[src/rtl/mem_access_pkg.sv]
// Shared types for the memory-stage load/store unit: access size codes,
// FSM states and the bundles carried between pipeline registers.
package mem_access_pkg;

   localparam logic [1:0] SZ_BYTE = 2'b00;
   localparam logic [1:0] SZ_HALF = 2'b01;
   localparam logic [1:0] SZ_WORD = 2'b10;

   typedef enum logic {
      IDLE   = 1'b0,
      ACCESS = 1'b1
   } state_e;

   typedef struct packed {
      logic        is_load;
      logic [1:0]  size;
      logic        sign_ext;
      logic [31:0] addr;
      logic        dir_wb;
      logic        reg_wr;
      logic [4:0]  rd;
   } op_t;

   typedef struct packed {
      logic        req;
      logic        we;
      logic [31:0] addr;
      logic [3:0]  be;
      logic [31:0] wdata;
   } bus_t;

   typedef struct packed {
      logic [31:0] do_data;
      logic [31:0] dir;
      logic        dir_wb;
      logic        reg_wr;
      logic [4:0]  rd;
   } wb_t;

   // Size code 2'b11 is treated as a word access.
   function automatic logic is_misaligned(input logic [1:0] size, input logic [1:0] lane);
      logic r;
      case (size)
         SZ_BYTE:        r = 1'b0;
         SZ_HALF:        r = lane[0];
         SZ_WORD, 2'b11: r = (lane != 2'b00);
         default:        r = 1'b0;
      endcase
      return r;
   endfunction

endpackage

[src/rtl/mem_access_if.sv]
// Request/acknowledge bus between the load/store unit (master) and data memory (slave).
interface mem_access_if;
   logic        m_req;
   logic        m_we;
   logic [31:0] m_addr;
   logic [3:0]  m_be;
   logic [31:0] m_wdata;
   logic        m_ack;
   logic [31:0] m_rdata;

   modport master (
      output m_req, m_we, m_addr, m_be, m_wdata,
      input  m_ack, m_rdata
   );

   modport slave (
      input  m_req, m_we, m_addr, m_be, m_wdata,
      output m_ack, m_rdata
   );
endinterface

[src/rtl/mem_access_align.sv]
// Combinational lane logic: byte enables and replicated store data for a
// request, plus little-endian alignment and extension of returned load data.
module mem_align
   import mem_access_pkg::*;
(
   input  logic [1:0]  size,
   input  logic        sign_ext,
   input  logic [1:0]  lane,
   input  logic [31:0] wdata,
   input  logic [31:0] rdata,
   output logic [3:0]  be,
   output logic [31:0] wdata_rep,
   output logic [31:0] load_data
);
   logic [7:0]  byte_s;
   logic [15:0] half_s;

   always_comb begin
      byte_s    = rdata[{lane, 3'b000} +: 8];
      half_s    = lane[1] ? rdata[31:16] : rdata[15:0];
      be        = 4'b0000;
      wdata_rep = 32'h0000_0000;
      load_data = 32'h0000_0000;
      case (size)
         SZ_BYTE: begin
            be        = 4'b0001 << lane;
            wdata_rep = {4{wdata[7:0]}};
            load_data = {{24{sign_ext & byte_s[7]}}, byte_s};
         end
         SZ_HALF: begin
            be        = 4'b0011 << lane;
            wdata_rep = {2{wdata[15:0]}};
            load_data = {{16{sign_ext & half_s[15]}}, half_s};
         end
         default: begin
            be        = 4'b1111;
            wdata_rep = wdata;
            load_data = rdata;
         end
      endcase
   end
endmodule

[src/rtl/mem_access.sv]
// Memory-stage load/store unit: runs one memory transaction per accepted load
// or store, stalls upstream meanwhile, and registers the write-back fields.
module mem_access
   import mem_access_pkg::*;
#(
   parameter int unsigned TIMEOUT = 255
) (
   input  logic        clk,
   input  logic        reset_n,
   input  logic        valid_ex,
   input  logic        mem_rd,
   input  logic        mem_wr,
   input  logic [1:0]  size,
   input  logic        sign_ext,
   input  logic [31:0] addr,
   input  logic [31:0] wdata,
   input  logic        dir_wb_in,
   input  logic        reg_wr_in,
   input  logic [4:0]  rd_in,
   mem_access_if.master mem,
   output logic [31:0] do_data,
   output logic [31:0] dir,
   output logic        dir_wb,
   output logic        reg_wr,
   output logic [4:0]  rd,
   output logic        valid_wb,
   output logic        stall,
   output logic        misalign,
   output logic        err
);
   localparam int unsigned CNT_W = (TIMEOUT > 1) ? $clog2(TIMEOUT) : 1;
   localparam logic [CNT_W-1:0] CNT_LAST = CNT_W'(TIMEOUT - 1);

   state_e           state_q, state_d;
   logic [CNT_W-1:0] cnt_q, cnt_d;
   op_t              op_q, op_d;
   bus_t             bus_q, bus_d;
   wb_t              wb_q, wb_d;
   logic             valid_wb_q, valid_wb_d;
   logic             stall_q, stall_d;
   logic             misalign_q, misalign_d;
   logic             err_q, err_d;

   logic [1:0]  al_size;
   logic        al_sign;
   logic [1:0]  al_lane;
   logic [3:0]  al_be;
   logic [31:0] al_wdata;
   logic [31:0] al_load;

   // In IDLE the aligner sees the incoming operation; in ACCESS the captured one.
   assign al_size = (state_q == IDLE) ? size        : op_q.size;
   assign al_sign = (state_q == IDLE) ? sign_ext    : op_q.sign_ext;
   assign al_lane = (state_q == IDLE) ? addr[1:0]   : op_q.addr[1:0];

   mem_align u_align (
      .size      (al_size),
      .sign_ext  (al_sign),
      .lane      (al_lane),
      .wdata     (wdata),
      .rdata     (mem.m_rdata),
      .be        (al_be),
      .wdata_rep (al_wdata),
      .load_data (al_load)
   );

   always_comb begin
      state_d    = state_q;
      cnt_d      = cnt_q;
      op_d       = op_q;
      bus_d      = bus_q;
      wb_d       = wb_q;
      valid_wb_d = 1'b0;
      stall_d    = stall_q;
      misalign_d = 1'b0;
      err_d      = 1'b0;
      case (state_q)
         IDLE: begin
            if (valid_ex && !mem_rd && !mem_wr) begin
               wb_d       = '{do_data: 32'h0, dir: addr, dir_wb: dir_wb_in, reg_wr: reg_wr_in, rd: rd_in};
               valid_wb_d = 1'b1;
            end else if (valid_ex && is_misaligned(size, addr[1:0])) begin
               wb_d       = '{do_data: 32'h0, dir: addr, dir_wb: dir_wb_in, reg_wr: 1'b0, rd: rd_in};
               valid_wb_d = 1'b1;
               misalign_d = 1'b1;
            end else if (valid_ex) begin
               op_d    = '{is_load: mem_rd, size: size, sign_ext: sign_ext, addr: addr,
                           dir_wb: dir_wb_in, reg_wr: reg_wr_in, rd: rd_in};
               bus_d   = '{req: 1'b1, we: mem_wr, addr: {addr[31:2], 2'b00}, be: al_be, wdata: al_wdata};
               cnt_d   = {CNT_W{1'b0}};
               stall_d = 1'b1;
               state_d = ACCESS;
            end else begin
               valid_wb_d = 1'b0;
            end
         end
         ACCESS: begin
            // An ack on the final counted cycle still completes the access.
            if (mem.m_ack) begin
               wb_d       = '{do_data: op_q.is_load ? al_load : 32'h0, dir: op_q.addr,
                              dir_wb: op_q.dir_wb, reg_wr: op_q.reg_wr, rd: op_q.rd};
               valid_wb_d = 1'b1;
               bus_d      = '0;
               stall_d    = 1'b0;
               state_d    = IDLE;
            end else if (cnt_q == CNT_LAST) begin
               wb_d       = '{do_data: 32'h0, dir: op_q.addr, dir_wb: op_q.dir_wb, reg_wr: 1'b0, rd: op_q.rd};
               valid_wb_d = 1'b1;
               err_d      = 1'b1;
               bus_d      = '0;
               stall_d    = 1'b0;
               state_d    = IDLE;
            end else begin
               cnt_d = cnt_q + 1'b1;
            end
         end
         default: begin
            bus_d   = '0;
            stall_d = 1'b0;
            state_d = IDLE;
         end
      endcase
   end

   always_ff @(posedge clk) begin
      if (!reset_n) begin
         state_q    <= IDLE;
         cnt_q      <= {CNT_W{1'b0}};
         op_q       <= '0;
         bus_q      <= '0;
         wb_q       <= '0;
         valid_wb_q <= 1'b0;
         stall_q    <= 1'b0;
         misalign_q <= 1'b0;
         err_q      <= 1'b0;
      end else begin
         state_q    <= state_d;
         cnt_q      <= cnt_d;
         op_q       <= op_d;
         bus_q      <= bus_d;
         wb_q       <= wb_d;
         valid_wb_q <= valid_wb_d;
         stall_q    <= stall_d;
         misalign_q <= misalign_d;
         err_q      <= err_d;
      end
   end

   assign mem.m_req   = bus_q.req;
   assign mem.m_we    = bus_q.we;
   assign mem.m_addr  = bus_q.addr;
   assign mem.m_be    = bus_q.be;
   assign mem.m_wdata = bus_q.wdata;
   assign do_data     = wb_q.do_data;
   assign dir         = wb_q.dir;
   assign dir_wb      = wb_q.dir_wb;
   assign reg_wr      = wb_q.reg_wr;
   assign rd          = wb_q.rd;
   assign valid_wb    = valid_wb_q;
   assign stall       = stall_q;
   assign misalign    = misalign_q;
   assign err         = err_q;
endmodule

[src/flat_wrapper.sv]
// flat-port wrapper written by rule: the top's interface ports become plain ports
module mem_access_flat import mem_access_pkg::*;
#(
   parameter int unsigned TIMEOUT = 255
)
  (clk, reset_n, valid_ex, mem_rd, mem_wr, size, sign_ext, addr, wdata, dir_wb_in, reg_wr_in, rd_in, do_data, dir, dir_wb, reg_wr, rd, valid_wb, stall, misalign, err, mem_m_req, mem_m_we, mem_m_addr, mem_m_be, mem_m_wdata, mem_m_ack, mem_m_rdata);
  mem_access_if mem_i ();
  input  logic clk;
  input  logic reset_n;
  input  logic valid_ex;
  input  logic mem_rd;
  input  logic mem_wr;
  input  logic [1:0] size;
  input  logic sign_ext;
  input  logic [31:0] addr;
  input  logic [31:0] wdata;
  input  logic dir_wb_in;
  input  logic reg_wr_in;
  input  logic [4:0] rd_in;
  output logic [31:0] do_data;
  output logic [31:0] dir;
  output logic dir_wb;
  output logic reg_wr;
  output logic [4:0] rd;
  output logic valid_wb;
  output logic stall;
  output logic misalign;
  output logic err;
  output wire logic [$bits(mem_i.m_req)-1:0] mem_m_req;
  output wire logic [$bits(mem_i.m_we)-1:0] mem_m_we;
  output wire logic [$bits(mem_i.m_addr)-1:0] mem_m_addr;
  output wire logic [$bits(mem_i.m_be)-1:0] mem_m_be;
  output wire logic [$bits(mem_i.m_wdata)-1:0] mem_m_wdata;
  input wire logic [$bits(mem_i.m_ack)-1:0] mem_m_ack;
  input wire logic [$bits(mem_i.m_rdata)-1:0] mem_m_rdata;
  assign mem_m_req = mem_i.m_req;
  assign mem_m_we = mem_i.m_we;
  assign mem_m_addr = mem_i.m_addr;
  assign mem_m_be = mem_i.m_be;
  assign mem_m_wdata = mem_i.m_wdata;
  assign mem_i.m_ack = mem_m_ack;
  assign mem_i.m_rdata = mem_m_rdata;
  mem_access #(.TIMEOUT(TIMEOUT)) u_core (.clk(clk), .reset_n(reset_n), .valid_ex(valid_ex), .mem_rd(mem_rd), .mem_wr(mem_wr), .size(size), .sign_ext(sign_ext), .addr(addr), .wdata(wdata), .dir_wb_in(dir_wb_in), .reg_wr_in(reg_wr_in), .rd_in(rd_in), .mem(mem_i), .do_data(do_data), .dir(dir), .dir_wb(dir_wb), .reg_wr(reg_wr), .rd(rd), .valid_wb(valid_wb), .stall(stall), .misalign(misalign), .err(err));
endmodule
[config.mk]
export PLATFORM = sky130hd
export DESIGN_NAME = mem_access_flat
export DESIGN_NICKNAME = d
export VERILOG_FILES = /design/src/rtl/mem_access_pkg.sv /design/src/rtl/mem_access_if.sv /design/src/rtl/mem_access_align.sv /design/src/rtl/mem_access.sv /design/src/flat_wrapper.sv
export SDC_FILE = /design/constraint.sdc
export NUM_CORES = 1
export LEC_CHECK = 0
export ABC_CLOCK_PERIOD_IN_PS = 4800
export CAP_MARGIN = 25
export CELL_PAD_IN_SITES_DETAIL_PLACEMENT = 1
export CELL_PAD_IN_SITES_GLOBAL_PLACEMENT = 1
export CORE_MARGIN = 5
export CORE_UTILIZATION = 30
export DETAILED_ROUTE_END_ITERATION = 10
export PLACE_DENSITY_LB_ADDON = 0.1
export SETUP_SLACK_MARGIN = 0.02
export SLEW_MARGIN = 20
export SYNTH_ARGS = -nofsm -noshare
export SYNTH_HDL_FRONTEND = slang
export SYNTH_SLANG_ARGS = --single-unit
[constraint.sdc]
create_clock -name clk -period 4.8 [get_ports clk]
set_clock_uncertainty 0.2 [all_clocks]
set_input_delay 0.96 -clock clk [delete_from_list [all_inputs] [get_ports clk]]
set_output_delay 0.96 -clock clk [all_outputs]
set_load 0.005 [all_outputs]
==> results of run 1 <==
==> critical path, cell delays in order <==
cell                              delay, ps
sky130_fd_sc_hd__clkdlybuf4s50_1        650
sky130_fd_sc_hd__nor2_1                 170
sky130_fd_sc_hd__o22ai_2                400
sky130_fd_sc_hd__a21o_2                 200
sky130_fd_sc_hd__buf_4                  600
sky130_fd_sc_hd__nor2_1                  90
sky130_fd_sc_hd__a211oi_1               250
==> logic make-up after synthesis <==
| kind of cell | count (synthesis) | synth area share (%) |
|---|---|---|
| AND/OR/NAND/NOR | 260 | 13.8 |
| AO/OA/AOI/OAI | 237 | 21.5 |
| flip-flops | 194 | 49.2 |
| buffers and inverters | 71 | 4.78 |
| multiplexers | 66 | 9.72 |
| XOR/XNOR | 6 | 0.665 |
| adder cells (fa/ha/maj) | 2 | 0.317 |
| other | 1 | 0.0475 |
==> stage by stage <==
stage                     instance area (um^2)  utilization [%]  setup slack, ps  hold slack [ps]
after floorplan                           7910                -             2310              236
after global placement                   10700             41.1             1230              234
after detailed placement                 10700             41.1             1100              241
after CTS                                11300             43.4             1560              255
after global routing                     11300             43.4             1370              269
final                                    11300             43.4             1570              249
==> worst paths after layout <==
| check | start | to | slack, ps |
|---|---|---|---|
| worst max-delay path | addr[0] | u_core.rd[2] | 1570 |
| worst min-delay path | u_core.do_data[1] | u_core.do_data[1] | 250 |
| worst max register to register | u_core.state_q | u_core.rd[2] | 2160 |
| worst min register to register | u_core.do_data[1] | u_core.do_data[1] | 250 |
==> power groups by stage <==
stage	logic (mW)	clock network, mW	registers (mW)
after floorplan	0.298	0	1.78
after global placement	0.634	0	1.78
after detailed placement	0.641	0	1.78
after CTS	0.644	1.48	1.75
after global routing	0.690	1.54	1.76
final	0.630	1.42	1.75
==> cell usage in the layout (no fill, tap or decap), types with 17 or more instances in the layout <==
master                              n
sky130_fd_sc_hd__clkdlybuf4s50_1  254
sky130_fd_sc_hd__dfxtp_1          193
sky130_fd_sc_hd__nand2_1          131
sky130_fd_sc_hd__nor2_1            87
sky130_fd_sc_hd__a21oi_1           56
sky130_fd_sc_hd__mux2i_1           55
sky130_fd_sc_hd__a22o_1            39
sky130_fd_sc_hd__a211oi_1          38
sky130_fd_sc_hd__o21ai_1           17
sky130_fd_sc_hd__o2bb2ai_1         17
sky130_fd_sc_hd__clkbuf_16         17
==> final cells by class <==
cell class	instances	area [um^2]	area share, %
sequential	194	3890	34.5
inverter	4	15.0	0.133
multi-input combinational	573	3700	32.8
tap	335	419	3.72
antenna	2	5.00	0.0444
clock inverter	13	144	1.28
timing repair buffer	269	2670	23.6
clock buffer	18	439	3.89
==> state kept, by name, indices dropped and copies added, names as in the netlist <==
name                cells
u_core.valid_wb         1
u_core.mem.m_wdata     32
u_core.dir             32
u_core.dir_wb           1
u_core.misalign         1
u_core.reg_wr           1
u_core.mem.m_req        1
u_core.op_q            43
u_core.mem.m_addr      30
u_core.err              1
u_core.do_data         32
u_core.mem.m_we         1
u_core.rd               5
u_core.cnt_q            8
u_core.mem.m_be         4
u_core.state_q          1
==> metal layers <==
metal / global-route usage, % / share of wire, %
met4: 3.79 / 0.94
met2: 27.0 / 45
met1: 23.9 / 47
met3: 4.25 / 6.8
met5: 0 / 0.042
==> impl_metrics.env, run 1 <==
export IMPL_switching_share_of_power_pct=28.1
export IMPL_layout_filler_cells=2913
export IMPL_cellLeakagePower_nw=4.10
export IMPL_power_mw=3.79
export IMPL_grt_antenna_before_repair=1
export IMPL_layout_min_cycle_time_ps=3230
export IMPL_die_area_um2=29700
export IMPL_timing_final_setup_violations=0
export IMPL_synth_top_cells_by_area="sky130_fd_sc_hd__dfxtp_1 (49%), sky130_fd_sc_hd__mux2i_1 (7.1%), sky130_fd_sc_hd__nand2_1 (6.2%), sky130_fd_sc_hd__a22o_1 (4.3%), sky130_fd_sc_hd__nor2_1 (4.2%)"
export IMPL_synth_largest_area_cell="sky130_fd_sc_hd__dfxtp_1"
export IMPL_number_of_hold_repair_buffers_added_at_the_cts_stage=0
export IMPL_placer_congestion_estimate=0.777
export IMPL_crit_type="in -> reg"
export IMPL_setup_worst_path_start_class="input pin"
export IMPL_initial_cell_density_of_the_core_pct=30.4
export IMPL_total_power_divided_by_cell_area_nw_per_um2=336
export IMPL_final_report_max_slew_violation_count=0
export IMPL_worst_voltage_drop_across_the_vdd_grid_uv=175
export IMPL_slew_limit_headroom_pct=34.3
export IMPL_drt_pass1_iterations=4
export IMPL_async_flop_share_pct=0
export IMPL_synth_edff_count=0
export IMPL_dp_cells=1375
export IMPL_synth_distinct_cells=62
export IMPL_final_layout_size_suffix_gt1_share_pct=7.66
export IMPL_timing_critical_path_required_ps=4930
export IMPL_ff2ff_path_depth=6
export IMPL_die_height_um=172
export IMPL_row_count=59
export IMPL_final_nets=1173
export IMPL_post_synth_inst_count=837
export IMPL_vias_in_the_first_global_route=6948
export IMPL_timing_hold_violations_final=0
export IMPL_drt_initial_drc_count=306
export IMPL_design_core_area_um2=26000
export IMPL_highest_net_fanout_along_the_worst_path=77
export IMPL_post_route_period_util_pct=67.2
export IMPL_detail_route_wl_per_cell_um=18.7
export IMPL_yosysMostFrequentCell="sky130_fd_sc_hd__dfxtp_1"
export IMPL_via_cell_ratio=4.92
export IMPL_post_synth_top_area_fraction_pct=49.2
export IMPL_synth_warnings=0
export IMPL_numClockSinks=194
export IMPL_buffer_count_from_post_cts_setup_fixing=0
export IMPL_p_seq_share_pct=46.0
export IMPL_cts_htree_levels=4
export IMPL_overall_via_count_from_detail_route=6928
export IMPL_area_growth_syn_to_layout_pct=42.8
export IMPL_status="finished clean"
export IMPL_io_buffers=254
export IMPL_power_internal_mw=2.73
export IMPL_cts_root_buf="sky130_fd_sc_hd__clkbuf_16"
export IMPL_wirelength_um=26400
export IMPL_critPathCaptureType="flop"
export IMPL_grt_use_total_pct=17.1
export IMPL_holdPathStages=2
export IMPL_finish_cell_count_without_fillers=1408
export IMPL_tritoncts="yes"
export IMPL_chip_width_um=172
export IMPL_rsz0062_at_grt="no"
export IMPL_detailedPlacementHpwl_um=18500
export IMPL_ys_flop_type="sky130_fd_sc_hd__dfxtp_1"
export IMPL_clockPowerShare_pct=37.4
export IMPL_fmax_ghz=0.310
export IMPL_maxCapViolCount=0
export IMPL_synth_sequential_area_ratio_pct=49.2
export IMPL_grt_overflow_total=0
export IMPL_cts_buffers_inserted=17
export IMPL_comb_power_share_pct=16.6
export IMPL_grt_start_max_net_pins=78
export IMPL_io_pins=257
export IMPL_finalSetupTns_ps=0
export IMPL_yosys_register_bits=194
export IMPL_hold_class="reg -> reg"
export IMPL_grt_pass1_wl_um=40200
export IMPL_post_synth_cell_area_avg_um2=9.44
export IMPL_drt_drc_violations_left=0
export IMPL_postRouteAntennaNets=0
export IMPL_synthTopCellsByCount="sky130_fd_sc_hd__dfxtp_1 (194), sky130_fd_sc_hd__nand2_1 (131), sky130_fd_sc_hd__nor2_1 (89)"
export IMPL_path_clk_slew_ps=70
export IMPL_clockBufferDepth=2
export IMPL_worstMarginPinSlew_ps=985
export IMPL_net_switching_mw=1.07
export IMPL_worst_skew_pair_late_latency_ps=430
export IMPL_worst_endpoint_arrival_ps=3360
export IMPL_cts_repair_resized=0
export IMPL_synth_area_um2=7900
Power figures use the tool's default switching activity.
==> run 2: changes to the inputs <==
--- a/config.mk
+++ b/config.mk
@@ -5,7 +5,7 @@
 export SDC_FILE = /design/constraint.sdc
 export NUM_CORES = 1
 export LEC_CHECK = 0
-export ABC_CLOCK_PERIOD_IN_PS = 4800
+export ABC_CLOCK_PERIOD_IN_PS = 3200
 export CAP_MARGIN = 25
 export CELL_PAD_IN_SITES_DETAIL_PLACEMENT = 1
 export CELL_PAD_IN_SITES_GLOBAL_PLACEMENT = 1
==> constraint.sdc (replaced) <==
create_clock -name clk -period 3.2 [get_ports clk]
set_clock_uncertainty 0.2 [all_clocks]
set_input_delay 0.64 -clock clk [delete_from_list [all_inputs] [get_ports clk]]
set_output_delay 0.64 -clock clk [all_outputs]
set_load 0.005 [all_outputs]
==> impl_metrics.env, run 2 (synthesis gave the netlist of run 1 again) <==
export IMPL_comb_power_share_pct=16.6
export IMPL_timing_hold_violations_final=0
export IMPL_hold_class="reg -> reg"
export IMPL_final_report_max_slew_violation_count=0
export IMPL_die_height_um=172
export IMPL_numClockSinks=194
export IMPL_fin_area_um2=11400
export IMPL_worst_skew_pair_late_latency_ps=440
export IMPL_clockBufferDepth=2
export IMPL_final_layout_size_suffix_gt1_share_pct=8.43
export IMPL_cts_htree_levels=4
export IMPL_highest_net_fanout_along_the_worst_path=26
export IMPL_power_mw=5.82
export IMPL_io_pins=257
export IMPL_p_seq_share_pct=45.0
export IMPL_layout_setup_ws_ps=749
export IMPL_switching_share_of_power_pct=28.2
export IMPL_maxCapViolCount=0
export IMPL_worstMarginPinSlew_ps=565
export IMPL_timing_critical_path_required_ps=3310
export IMPL_critical_path_top_delay_family="multiplexers"
export IMPL_overall_via_count_from_detail_route=6946
export IMPL_drt_initial_drc_count=349
export IMPL_net_switching_mw=1.64
export IMPL_placer_congestion_estimate=0.748
export IMPL_drt_pass1_iterations=4
export IMPL_clockPowerShare_pct=38.4
export IMPL_post_route_period_util_pct=76.6
export IMPL_holdWs_ps=249
export IMPL_cts_repair_resized=0
export IMPL_detailedPlacementHpwl_um=18500
export IMPL_timing_final_setup_violations=0
export IMPL_layout_filler_cells=2896
export IMPL_die_area_um2=29700
export IMPL_combined_area_of_the_multi_input_logic_cells_um2=3700
export IMPL_worst_voltage_drop_across_the_vdd_grid_uv=341
export IMPL_top_register="u_core.op_q"
export IMPL_power_internal_mw=4.18
export IMPL_final_common_cell="sky130_fd_sc_hd__clkdlybuf4s50_1"
export IMPL_critPathCaptureType="flop"
export IMPL_cp_slowest_cell="sky130_fd_sc_hd__dfxtp_4"
export IMPL_drt_drc_violations_left=0
export IMPL_grt_start_max_net_pins=87
export IMPL_io_buffers=254
export IMPL_combined_buffer_and_inverter_count_along_the_critical_path=0
export IMPL_fmax_ghz=0.408
export IMPL_setup_worst_path_start_class="flop"
export IMPL_crit_type="reg -> reg"
export IMPL_total_power_divided_by_cell_area_nw_per_um2=510
export IMPL_cellLeakagePower_nw=4.17
export IMPL_via_cell_ratio=4.91
export IMPL_cts_root_buf="sky130_fd_sc_hd__clkbuf_16"
export IMPL_diodes=0
export IMPL_grt_overflow_total=0
export IMPL_layout_min_cycle_time_ps=2450
export IMPL_wirelength_um=26300
export IMPL_buffer_count_from_post_cts_setup_fixing=0
export IMPL_largest_reg_flops=43
export IMPL_slew_limit_headroom_pct=62.4
export IMPL_finalSetupTns_ps=0
export IMPL_worst_endpoint_arrival_ps=2570
export IMPL_cts_buffers_inserted=17
export IMPL_postRouteAntennaNets=0
export IMPL_grt_antenna_before_repair=1
export IMPL_number_of_hold_repair_buffers_added_at_the_cts_stage=0
export IMPL_final_nets=1181
export IMPL_initial_cell_density_of_the_core_pct=30.4
export IMPL_tritoncts="yes"
export IMPL_final_seq_area_um2=3890
export IMPL_layout_cells_most_common_list="sky130_fd_sc_hd__clkdlybuf4s50_1 (254), sky130_fd_sc_hd__dfxtp_1 (193), sky130_fd_sc_hd__nand2_1 (131)"
export IMPL_grt_pass1_wl_um=40400
export IMPL_rsz0062_at_grt="no"
export IMPL_design_core_area_um2=26000
export IMPL_row_count=59
export IMPL_area_growth_syn_to_layout_pct=44.4
export IMPL_worst_path_largest_cell_delay_ps=600
export IMPL_placement_setup_worst_slack_ps=290
export IMPL_chip_width_um=172
export IMPL_postPlaceCellArea_um2=10800
export IMPL_vias_in_the_first_global_route=7182
export IMPL_grt_use_total_pct=17.2
export IMPL_crit_path_cell_trace="mux2_4, mux2i_2, mux2i_4, a222oi_1, o21ai_1"
export IMPL_status="finished clean"
export IMPL_path_clk_slew_ps=80
export IMPL_detail_route_wl_per_cell_um=18.6
[run 2: routing by layer]
layer  vias up  share of wire (%)  wire length [um]  global-route usage, %
li1       3447                  -                 -                      -
met1      3291                 47             12300                   22.9
met2       187                 45             11900                   28.1
met3        19                6.7              1760                   4.55
met4         2                1.1               282                   3.83
met5         -              0.042                11                      0
[run 2: worst paths after layout]
path,from,end,slack (ps),cells past startpoint
max,u_core.state_q,u_core.do_data[10],750,5
min,u_core.do_data[8],u_core.do_data[8],250,2
max reg2reg,u_core.state_q,u_core.do_data[10],750,5
min reg2reg,u_core.do_data[8],u_core.do_data[8],250,2
[run 2: area by class of cell]
type | count | area share (%)
clock buffer | 17 | 3.73
clock inverter | 15 | 1.61
inverter | 4 | 0.132
multi-input combinational | 573 | 32.4
sequential | 194 | 34.1
tap | 335 | 3.67
timing repair buffer | 277 | 24.3
[run 2: worst reg2reg max path, delay by kind of cell, from the launching register on]
kind / cells / cell delay [ps]
AOI/OAI and AO/OA: 2 / 650
muxes: 3 / 900
DFF: 1 / 600
[run 2: per-stage QoR]
step,cells,utilization [%]
floorplan,838,-
global placement,1383,41.6
detailed placement,1383,41.6
CTS,1415,43.9
global route,1415,43.9
finish,1415,43.9
[run 2: power by group through the flow]
stage               combinational, mW  clock [mW]  sequential, mW
detailed placement              0.985           0            2.67
floorplan                       0.447           0            2.67
CTS                             0.989        2.32            2.62
global placement                0.976           0            2.67
finish                          0.968        2.23            2.62
global route                     1.06        2.41            2.63
==> run 3: changes to the inputs <==
--- a/config.mk
+++ b/config.mk
@@ -5,7 +5,7 @@
 export SDC_FILE = /design/constraint.sdc
 export NUM_CORES = 1
 export LEC_CHECK = 0
-export ABC_CLOCK_PERIOD_IN_PS = 3200
+export ABC_CLOCK_PERIOD_IN_PS = 2100
 export CAP_MARGIN = 25
 export CELL_PAD_IN_SITES_DETAIL_PLACEMENT = 1
 export CELL_PAD_IN_SITES_GLOBAL_PLACEMENT = 1
==> constraint.sdc (replaced) <==
create_clock -name clk -period 2.1 [get_ports clk]
set_clock_uncertainty 0.2 [all_clocks]
set_input_delay 0.42 -clock clk [delete_from_list [all_inputs] [get_ports clk]]
set_output_delay 0.42 -clock clk [all_outputs]
set_load 0.005 [all_outputs]
==> impl_metrics.env, run 3 (synthesis gave the netlist of run 1 again) <==
export IMPL_fmax_ghz=0.499
export IMPL_initial_cell_density_of_the_core_pct=30.4
export IMPL_setup_worst_path_start_class="flop"
export IMPL_top_register="u_core.op_q"
export IMPL_drt_pass1_iterations=4
export IMPL_globalRouteMet3Util_pct=4.57
export IMPL_finish_cell_count_without_fillers=1487
export IMPL_top_usage_layer="met2"
export IMPL_total_power_divided_by_cell_area_nw_per_um2=734
export IMPL_final_nets=1251
export IMPL_maxCapViolCount=0
export IMPL_highest_net_fanout_along_the_worst_path=8
export IMPL_chip_width_um=172
export IMPL_crit_reg2reg_launch="u_core.cnt_q[0]"
export IMPL_capture_point_of_the_critical_path="u_core.do_data[18]"
export IMPL_final_layout_size_suffix_gt1_share_pct=14.4
export IMPL_layout_min_cycle_time_ps=2000
export IMPL_placer_congestion_estimate=0.815
export IMPL_detail_route_wl_per_cell_um=18.9
export IMPL_holdWs_ps=155
export IMPL_r2r_end="u_core.do_data[18]"
export IMPL_cts_htree_levels=4
export IMPL_worst_endpoint_arrival_ps=2140
export IMPL_fin_area_um2=12100
export IMPL_grt_overflow_total=0
export IMPL_post_route_period_util_pct=95.4
export IMPL_timing_final_setup_violations=0
export IMPL_r2r_slack_ps=100
export IMPL_gr_usage_met1_pct=24.5
export IMPL_cts_root_buf="sky130_fd_sc_hd__clkbuf_16"
export IMPL_worst_path_largest_cell_delay_ps=340
export IMPL_slew_limit_headroom_pct=65.1
export IMPL_worst_voltage_drop_across_the_vdd_grid_uv=507
export IMPL_critical_path_top_cell_by_count="sky130_fd_sc_hd__buf_6"
export IMPL_rsz0062_at_grt="no"
export IMPL_path_clk_slew_ps=80
export IMPL_die_height_um=172
export IMPL_area_growth_syn_to_layout_pct=53.7
export IMPL_grt_start_max_net_pins=49
export IMPL_drt_initial_drc_count=455
export IMPL_dp_cells=1443
export IMPL_postPlaceCellArea_um2=11300
export IMPL_overall_via_count_from_detail_route=7318
export IMPL_cts_buffers_inserted=17
export IMPL_grt_pass1_wl_um=41900
export IMPL_final_common_cell="sky130_fd_sc_hd__clkdlybuf4s50_1"
export IMPL_cellLeakagePower_nw=4.60
export IMPL_timing_critical_path_required_ps=2230
export IMPL_grt_use_total_pct=17.9
export IMPL_hold_class="in -> reg"
export IMPL_vias_in_the_first_global_route=7323
export IMPL_status="finished clean"
export IMPL_numClockSinks=194
export IMPL_detailedPlacementHpwl_um=20200
export IMPL_die_area_um2=29700
export IMPL_crit_type="reg -> reg"
export IMPL_finalSetupTns_ps=0
export IMPL_critPathCaptureType="flop"
export IMPL_grt_antenna_before_repair=3
export IMPL_layout_cells_most_common_list="sky130_fd_sc_hd__clkdlybuf4s50_1 (250), sky130_fd_sc_hd__dfxtp_1 (192), sky130_fd_sc_hd__nand2_1 (131)"
export IMPL_via_cell_ratio=4.92
export IMPL_wirelength_um=28200
export IMPL_cp_slowest_cell="sky130_fd_sc_hd__dfxtp_2"
export IMPL_worstMarginPinSlew_ps=509
export IMPL_final_report_max_slew_violation_count=0
export IMPL_io_buffers=254
export IMPL_design_core_area_um2=26000
export IMPL_postRouteAntennaNets=0
export IMPL_ff2ff_path_depth=11
export IMPL_finalCoreUtilization_pct=46.7
export IMPL_crit_path_cell_trace="inv_1, ha_2, nand3_2, o31ai_4, buf_6, buf_4, a211oi_4, buf_6, clkbuf_16, nand2_1, o21ai_2"
export IMPL_critical_path_startpoint="u_core.cnt_q[0]"
export IMPL_clockBufferDepth=2
export IMPL_largest_reg_flops=43
export IMPL_tritoncts="yes"
export IMPL_io_pins=257
export IMPL_worst_skew_pair_late_latency_ps=430
export IMPL_globalRouteMet2Util_pct=28.7
export IMPL_row_count=59
export IMPL_drt_drc_violations_left=0
export IMPL_timing_hold_violations_final=0
export IMPL_holdPathStages=3
==> run 3: layout make-up <==
class                   count  area, um^2
repair buffers            347        3480
flip-flops and latches    194        3890
clock buffers              18         429
diodes                      2        5.00
fillers                  2955       13800
multi-input cells         573        3760
inverters                   4        15.0
clock inverters            14         143
well taps                 335         419
==> run 3: worst min-delay path by stage <==
stage	from	end	slack, ps
5_1_grt	addr[1]	u_core.op_q[8]	170
2_1_floorplan	u_core.op_q[0]	u_core.op_q[0]	240
3_5_place_dp	u_core.mem.m_be[1]	u_core.mem.m_be[1]	240
6_report	addr[1]	u_core.op_q[8]	150
4_1_cts	u_core.do_data[4]	u_core.do_data[4]	250
3_3_place_gp	u_core.mem.m_wdata[29]	u_core.mem.m_wdata[29]	240
==> run 3: stage by stage <==
stage / setup slack (ps) / power (mW)
2_1_floorplan: 129 / 4.74
3_3_place_gp: -433 / 5.67
3_5_place_dp: -463 / 5.70
4_1_cts: 10.5 / 9.00
5_1_grt: 15.3 / 9.34
6_report: 96.1 / 8.91
==> run 3: what timing repair did <==
item                                    CTS  global route
hold buffers                              0             0
endpoints found under the setup margin   49           124
gates cloned                              0             4
pin swaps                                 2             7
setup buffers                             2             4
gates resized for setup                   3            17
==> run 3: where the power goes <==
part / internal, mW / leakage, nW / switching [mW]
clock: 1.59 / 0.278 / 1.67
sequential: 3.87 / 1.58 / 0.105
combinational: 0.911 / 2.74 / 0.774
==> run 3: worst max-delay path, delay by kind of cell, from the launching register on <==
kind	cells	cell delay, ps
compound gates	3	340
fa+ha+maj	1	180
buf+inv	5	650
flops	1	340
simple gates	2	180
==> run 3: routing by layer <==
layer / share of wire, % / vias up
met2: 46 / 182
li1: - / 3585
met5: 0.039 / -
met1: 46 / 3533
met4: 0.90 / 2
met3: 7.0 / 16
